<file path="src/rtl/branch_redirect_ctrl.sv">
// Execute-stage control-flow resolver: evaluates branches/JAL/JALR, issues a
// registered fetch redirect over valid/ready, then sequences pipeline flushes.
module branch_redirect_ctrl #(
    parameter int unsigned DataWidth   = 32,
    parameter int unsigned FlushCycles = 2
) (
    input  logic                 clk,
    input  logic                 rst_n,
    input  logic                 ex_valid,
    input  logic                 ex_is_branch,
    input  logic                 ex_is_jal,
    input  logic                 ex_is_jalr,
    input  logic [2:0]           ex_func3,
    input  logic [DataWidth-1:0] ex_src1,
    input  logic [DataWidth-1:0] ex_src2,
    input  logic [DataWidth-1:0] ex_pc,
    input  logic [DataWidth-1:0] ex_imm,
    input  logic                 redirect_ready,
    output logic                 redirect_valid,
    output logic [DataWidth-1:0] redirect_pc,
    output logic                 flush_if_id,
    output logic                 flush_id_ex,
    output logic                 misalign_exc,
    output logic [DataWidth-1:0] misalign_tval,
    output logic [DataWidth-1:0] branch_count,
    output logic [DataWidth-1:0] taken_count
);

    typedef enum logic [1:0] {IDLE, REDIRECT, FLUSH} state_t;

    localparam logic [3:0] FlushLoad = 4'(FlushCycles - 1);

    state_t               state;
    logic [3:0]           flush_cnt;
    logic                 sel_jal, sel_jalr, sel_br;
    logic                 br_taken, taken, accept, misaligned;
    logic [DataWidth-1:0] target;

    // Flag priority: jal > jalr > branch.
    always_comb begin
        sel_jal  = ex_is_jal;
        sel_jalr = !ex_is_jal && ex_is_jalr;
        sel_br   = !ex_is_jal && !ex_is_jalr && ex_is_branch;
    end

    always_comb begin
        br_taken = 1'b0;
        case (ex_func3)
            3'b000:  br_taken = (ex_src1 == ex_src2);
            3'b001:  br_taken = (ex_src1 != ex_src2);
            3'b100:  br_taken = ($signed(ex_src1) <  $signed(ex_src2));
            3'b101:  br_taken = ($signed(ex_src1) >= $signed(ex_src2));
            3'b110:  br_taken = (ex_src1 <  ex_src2);
            3'b111:  br_taken = (ex_src1 >= ex_src2);
            default: br_taken = 1'b0;
        endcase
    end

    always_comb begin
        if (sel_jalr)
            target = (ex_src1 + ex_imm) & ~DataWidth'(1);
        else
            target = ex_pc + ex_imm;
        taken      = sel_jal || sel_jalr || (sel_br && br_taken);
        misaligned = (target[1:0] != 2'b00);
        accept     = (state == IDLE) && ex_valid && (sel_jal || sel_jalr || sel_br);
    end

    always_ff @(posedge clk or negedge rst_n) begin
        if (!rst_n) begin
            state          <= IDLE;
            flush_cnt      <= '0;
            redirect_valid <= 1'b0;
            redirect_pc    <= '0;
            flush_if_id    <= 1'b0;
            flush_id_ex    <= 1'b0;
            misalign_exc   <= 1'b0;
            misalign_tval  <= '0;
            branch_count   <= '0;
            taken_count    <= '0;
        end else begin
            misalign_exc <= 1'b0;
            case (state)
                IDLE: begin
                    if (accept) begin
                        if (sel_br)
                            branch_count <= branch_count + 1'b1;
                        if (sel_br && br_taken)
                            taken_count <= taken_count + 1'b1;
                        if (taken && misaligned) begin
                            misalign_exc  <= 1'b1;
                            misalign_tval <= target;
                        end else if (taken) begin
                            state          <= REDIRECT;
                            redirect_pc    <= target;
                            redirect_valid <= 1'b1;
                            flush_if_id    <= 1'b1;
                            flush_id_ex    <= 1'b1;
                        end
                    end
                end
                REDIRECT: begin
                    if (redirect_ready) begin
                        state          <= FLUSH;
                        flush_cnt      <= FlushLoad;
                        redirect_valid <= 1'b0;
                        flush_id_ex    <= 1'b0;
                    end
                end
                FLUSH: begin
                    if (flush_cnt == '0) begin
                        state       <= IDLE;
                        flush_if_id <= 1'b0;
                    end else begin
                        flush_cnt <= flush_cnt - 1'b1;
                    end
                end
                default: begin
                    state          <= IDLE;
                    redirect_valid <= 1'b0;
                    flush_if_id    <= 1'b0;
                    flush_id_ex    <= 1'b0;
                end
            endcase
        end
    end

endmodule

</file>
<file path="config.mk">
export PLATFORM = sky130hd
export DESIGN_NAME = branch_redirect_ctrl
export DESIGN_NICKNAME = d
export VERILOG_FILES = /design/src/rtl/branch_redirect_ctrl.sv
export SDC_FILE = /design/constraint.sdc
export NUM_CORES = 1
export LEC_CHECK = 0
export ABC_AREA = 1
export BUFFER_PORTS_ARGS = -buffer_cell sky130_fd_sc_hd__clkbuf_2
export CORE_MARGIN = 3
export CORE_UTILIZATION = 50
export CTS_CLUSTER_DIAMETER = 100
export DETAILED_ROUTE_END_ITERATION = 12
export GPL_TIMING_DRIVEN = 0
export PLACE_DENSITY_LB_ADDON = 0.05
export SLEW_MARGIN = 20
export SYNTH_ARGS = -nofsm -noshare
export SYNTH_HDL_FRONTEND = slang
export SYNTH_SLANG_ARGS = --single-unit
</file>
<file path="constraint.sdc">
create_clock -name clk -period 5.8 [get_ports clk]
set_clock_uncertainty 0.2 [all_clocks]
set_input_delay 1.16 -clock clk [delete_from_list [all_inputs] [get_ports clk]]
set_output_delay 1.16 -clock clk [all_outputs]
set_load 0.02 [all_outputs]
</file>
==> out/metrics.csv <==
metric,value,unit
Finished Layout Cells,2174,
R2R depth,12,
Die Area,0.0242,mm²
worst flop-to-flop path endpoint,branch_count[29]$_DFFE_PN0P_,
Reg2Reg Launch Point,state[0]$_DFFE_PN0P_,
"Seq/Total Area, Yosys",30.7,%
Leakage,7.45,nW
critical path's slowest cell,a21oi_1,
clk slew on worst S/H paths,70,ps
global-route wire length before repair,54400,µm
"Primary FF master, synth",dfrtp_1,
gpl congestion,0.974,
synth unique cells,58,
"Hold-fix buffers, CTS",0,
Power Total,0.00435,W
Worst Max-Slew Pin Slew,973,ps
initial antenna violation count,0,
"Req. time, crit path",5870,ps
via count,11400,
Commonest cells post-synth,"nand2_1, inv_1, nor2_1",
mean number of vias per cell,5.26,
final-report hold violation count,0,
TritonCTS clock tree,done,
Post-Syn Area,0.0112,mm²
net count reported at finish,2117,
post-CTS setup buffer count,0,
"setup slack, reg-to-reg",3210,ps
asr flop ratio synth,100,%
DRC errors left,0,
setup TNS,0,ps
Root Driver,clkbuf_16,
hold path cells,1,
Mapped Nets,1828,
Worst Path Max Fanout,10,
H-tree levels,4,
# fillers,2097,
PortBufs,269,
"count leader, synth",nand2_1,
f_max,0.263,GHz
area occupied by multi-input gates,0.00680,mm²
Yosys top cell by area,dfrtp_1,
Worst path max stage delay,810,ps
pwr dens,322,mW/mm²
post-layout util,61.7,%
CTS Sinks,137,
Cells after DPL,2142,
Die Span X,155,µm
max cap viols,0,
Syn Inst Count,1592,
Clock Latency Late Sink,410,ps
CORE AREA,0.0219,mm²
RSZ-0062 raised after global routing,false,
Final period util,65.5,%
initial core utilization,51.0,%
total CTS buffers,17,
Yosys reg bits,137,
share of cells above drive strength 1,19.5,%
YS warnings,0,
vias in the first global route,11000,
CP Launch Type,input pin,
outcome,completed,
Min-Delay Endpoint,flush_cnt[3]$_DFFE_PN0P_,
wire per inst,15.8,µm
io pins,270,
clk buf depth,2,
Rel. slew slack,35.1,%
critical path type,input pin to flip-flop,
largest net degree at the start of global routing,94,
antenna cells,0,
ANT nets after route,0,
HPWL Detailed,28900,µm
Site Rows,54,
die height,155,µm
Avg Inst Size Synth,7.02,µm²
Critical Path Most Common Cell,inv_1,
global route total overflow,0,
Final min period,3800,ps
Final setup violation count,0,
total area of sequential cells,0.00343,mm²
post_cts resized,0,
CP endpoint kind,flip-flop,
Hold/Removal Path Class,flip-flop to flip-flop,
Initial DRT Pass Iterations,5,
GRT Util Overall,27.9,%
Synth area leaders,"dfrtp_1, nand2_1, ha_1, inv_1, a21oi_1",
initial drt markers,527,
"EDFF count, synth",0,
hold wc startpoint,flush_cnt[3]$_DFFE_PN0P_,
max-slew violations,0,
CP Data Arrival Time,3870,ps
area delta synth->final,21.0,%
Synth top area share,30.7,%
cells along the critical path,"clkbuf_2, inv_1, nor2_2, inv_1, buf_2, a21oi_1, inv_1, nand2_1, inv_1, nand2_2, clkbuf_1, o21ai_0",
VDD IR max,0.185,mV
total routed wirelength,34300,µm
==> registers in the layout, summed over array words and instances, names as in the netlist <==
register and cells:
flush_id_ex 1, flush_cnt 4, flush_if_id 1, branch_count 32, state 2, misalign_tval 32
misalign_exc 1, redirect_pc 32, taken_count 32
==> placed cells by master (no fill, tap or decap), types with 6 or more instances in the layout <==
cell type | Yosys | final
o21ai_1 | 11 | 11
nor2_1 | 151 | 151
nand2_2 | 6 | 6
clkbuf_1 | 9 | 10
nor3_1 | 36 | 36
a31oi_1 | 11 | 11
xnor2_1 | 18 | 18
nor2_2 | 8 | 8
nand2_1 | 411 | 411
nor4_1 | 10 | 10
o21ai_0 | 108 | 108
clkbuf_16 | 0 | 17
or2_2 | 12 | 12
clkbuf_2 | 0 | 268
buf_2 | 9 | 9
a21oi_1 | 125 | 125
dfrtp_1 | 137 | 137
o21ai_2 | 6 | 6
a21o_1 | 12 | 12
nand3_1 | 71 | 71
inv_1 | 204 | 204
nand4_1 | 26 | 26
ha_1 | 96 | 96
xor2_1 | 48 | 48
==> cells by family after synthesis <==
| group | after synthesis | share of synthesized area [%] |
|---|---|---|
| flops | 137 | 30.7 |
| mux | 1 | 0.101 |
| simple gates | 755 | 29.6 |
| buf+inv | 233 | 8.41 |
| fa+ha+maj | 98 | 11.1 |
| xor+xnor | 66 | 5.18 |
| compound gates | 302 | 14.9 |
==> power by group <==
group | switching, W | leakage [nW] | total (W) | internal, W
combinational | 0.00117 | 5.40 | 0.00176 | 0.000588
clock | 0.000431 | 0.302 | 0.00112 | 0.000688
sequential | 0.000228 | 1.75 | 0.00147 | 0.00124
==> through the flow <==
step | instance area (µm²) | worst slack, ps | hold slack (ps)
5_1_grt | 13500 | 1700 | 285
4_1_cts | 13500 | 1930 | 265
2_1_floorplan | 11200 | 2460 | 234
3_3_place_gp | 12900 | 1190 | 249
6_report | 13500 | 2000 | 268
3_5_place_dp | 12900 | 1500 | 257
==> layer usage <==
metal	vias up	track usage (%)	wire, µm
met2	357	47.9	16300
met5	-	0	0
met4	0	9.30	1100
met1	5172	36.4	14800
li1	5841	-	-
met3	55	3.89	2050
==> cell type report <==
type,count,area share [%]
Timing Repair Buffer,270,10.2
Sequential cell,137,25.4
Multi-Input combinational cell,1222,50.3
Inverter,208,5.78
Clock buffer,18,3.18
Tap cell,280,2.59
Clock inverter,14,1.37
Buffer,25,1.18
==> worst max path at each step <==
stage / to / cells past startpoint / start / slack [ps]
after global placement: misalign_tval[23]$_DFFE_PN0P_ / 1 / rst_n / 1190
after CTS: misalign_tval[6]$_DFFE_PN0P_ / 21 / ex_src2[7] / 1930
after detailed placement: misalign_tval[6]$_DFFE_PN0P_ / 21 / ex_src2[7] / 1500
after global routing: misalign_tval[7]$_DFFE_PN0P_ / 21 / ex_src2[7] / 1700
after floorplan: misalign_tval[17]$_DFFE_PN0P_ / 21 / ex_src2[31] / 2460
final: misalign_tval[6]$_DFFE_PN0P_ / 12 / ex_is_jalr / 2000
==> critical path, delay by kind of cell <==
family,cells,cell delay [ps]
buffers and inverters,7,1030
and+or+nand+nor,3,690
AOI/OAI and AO/OA,2,980
(Power assumes the default switching activity.)
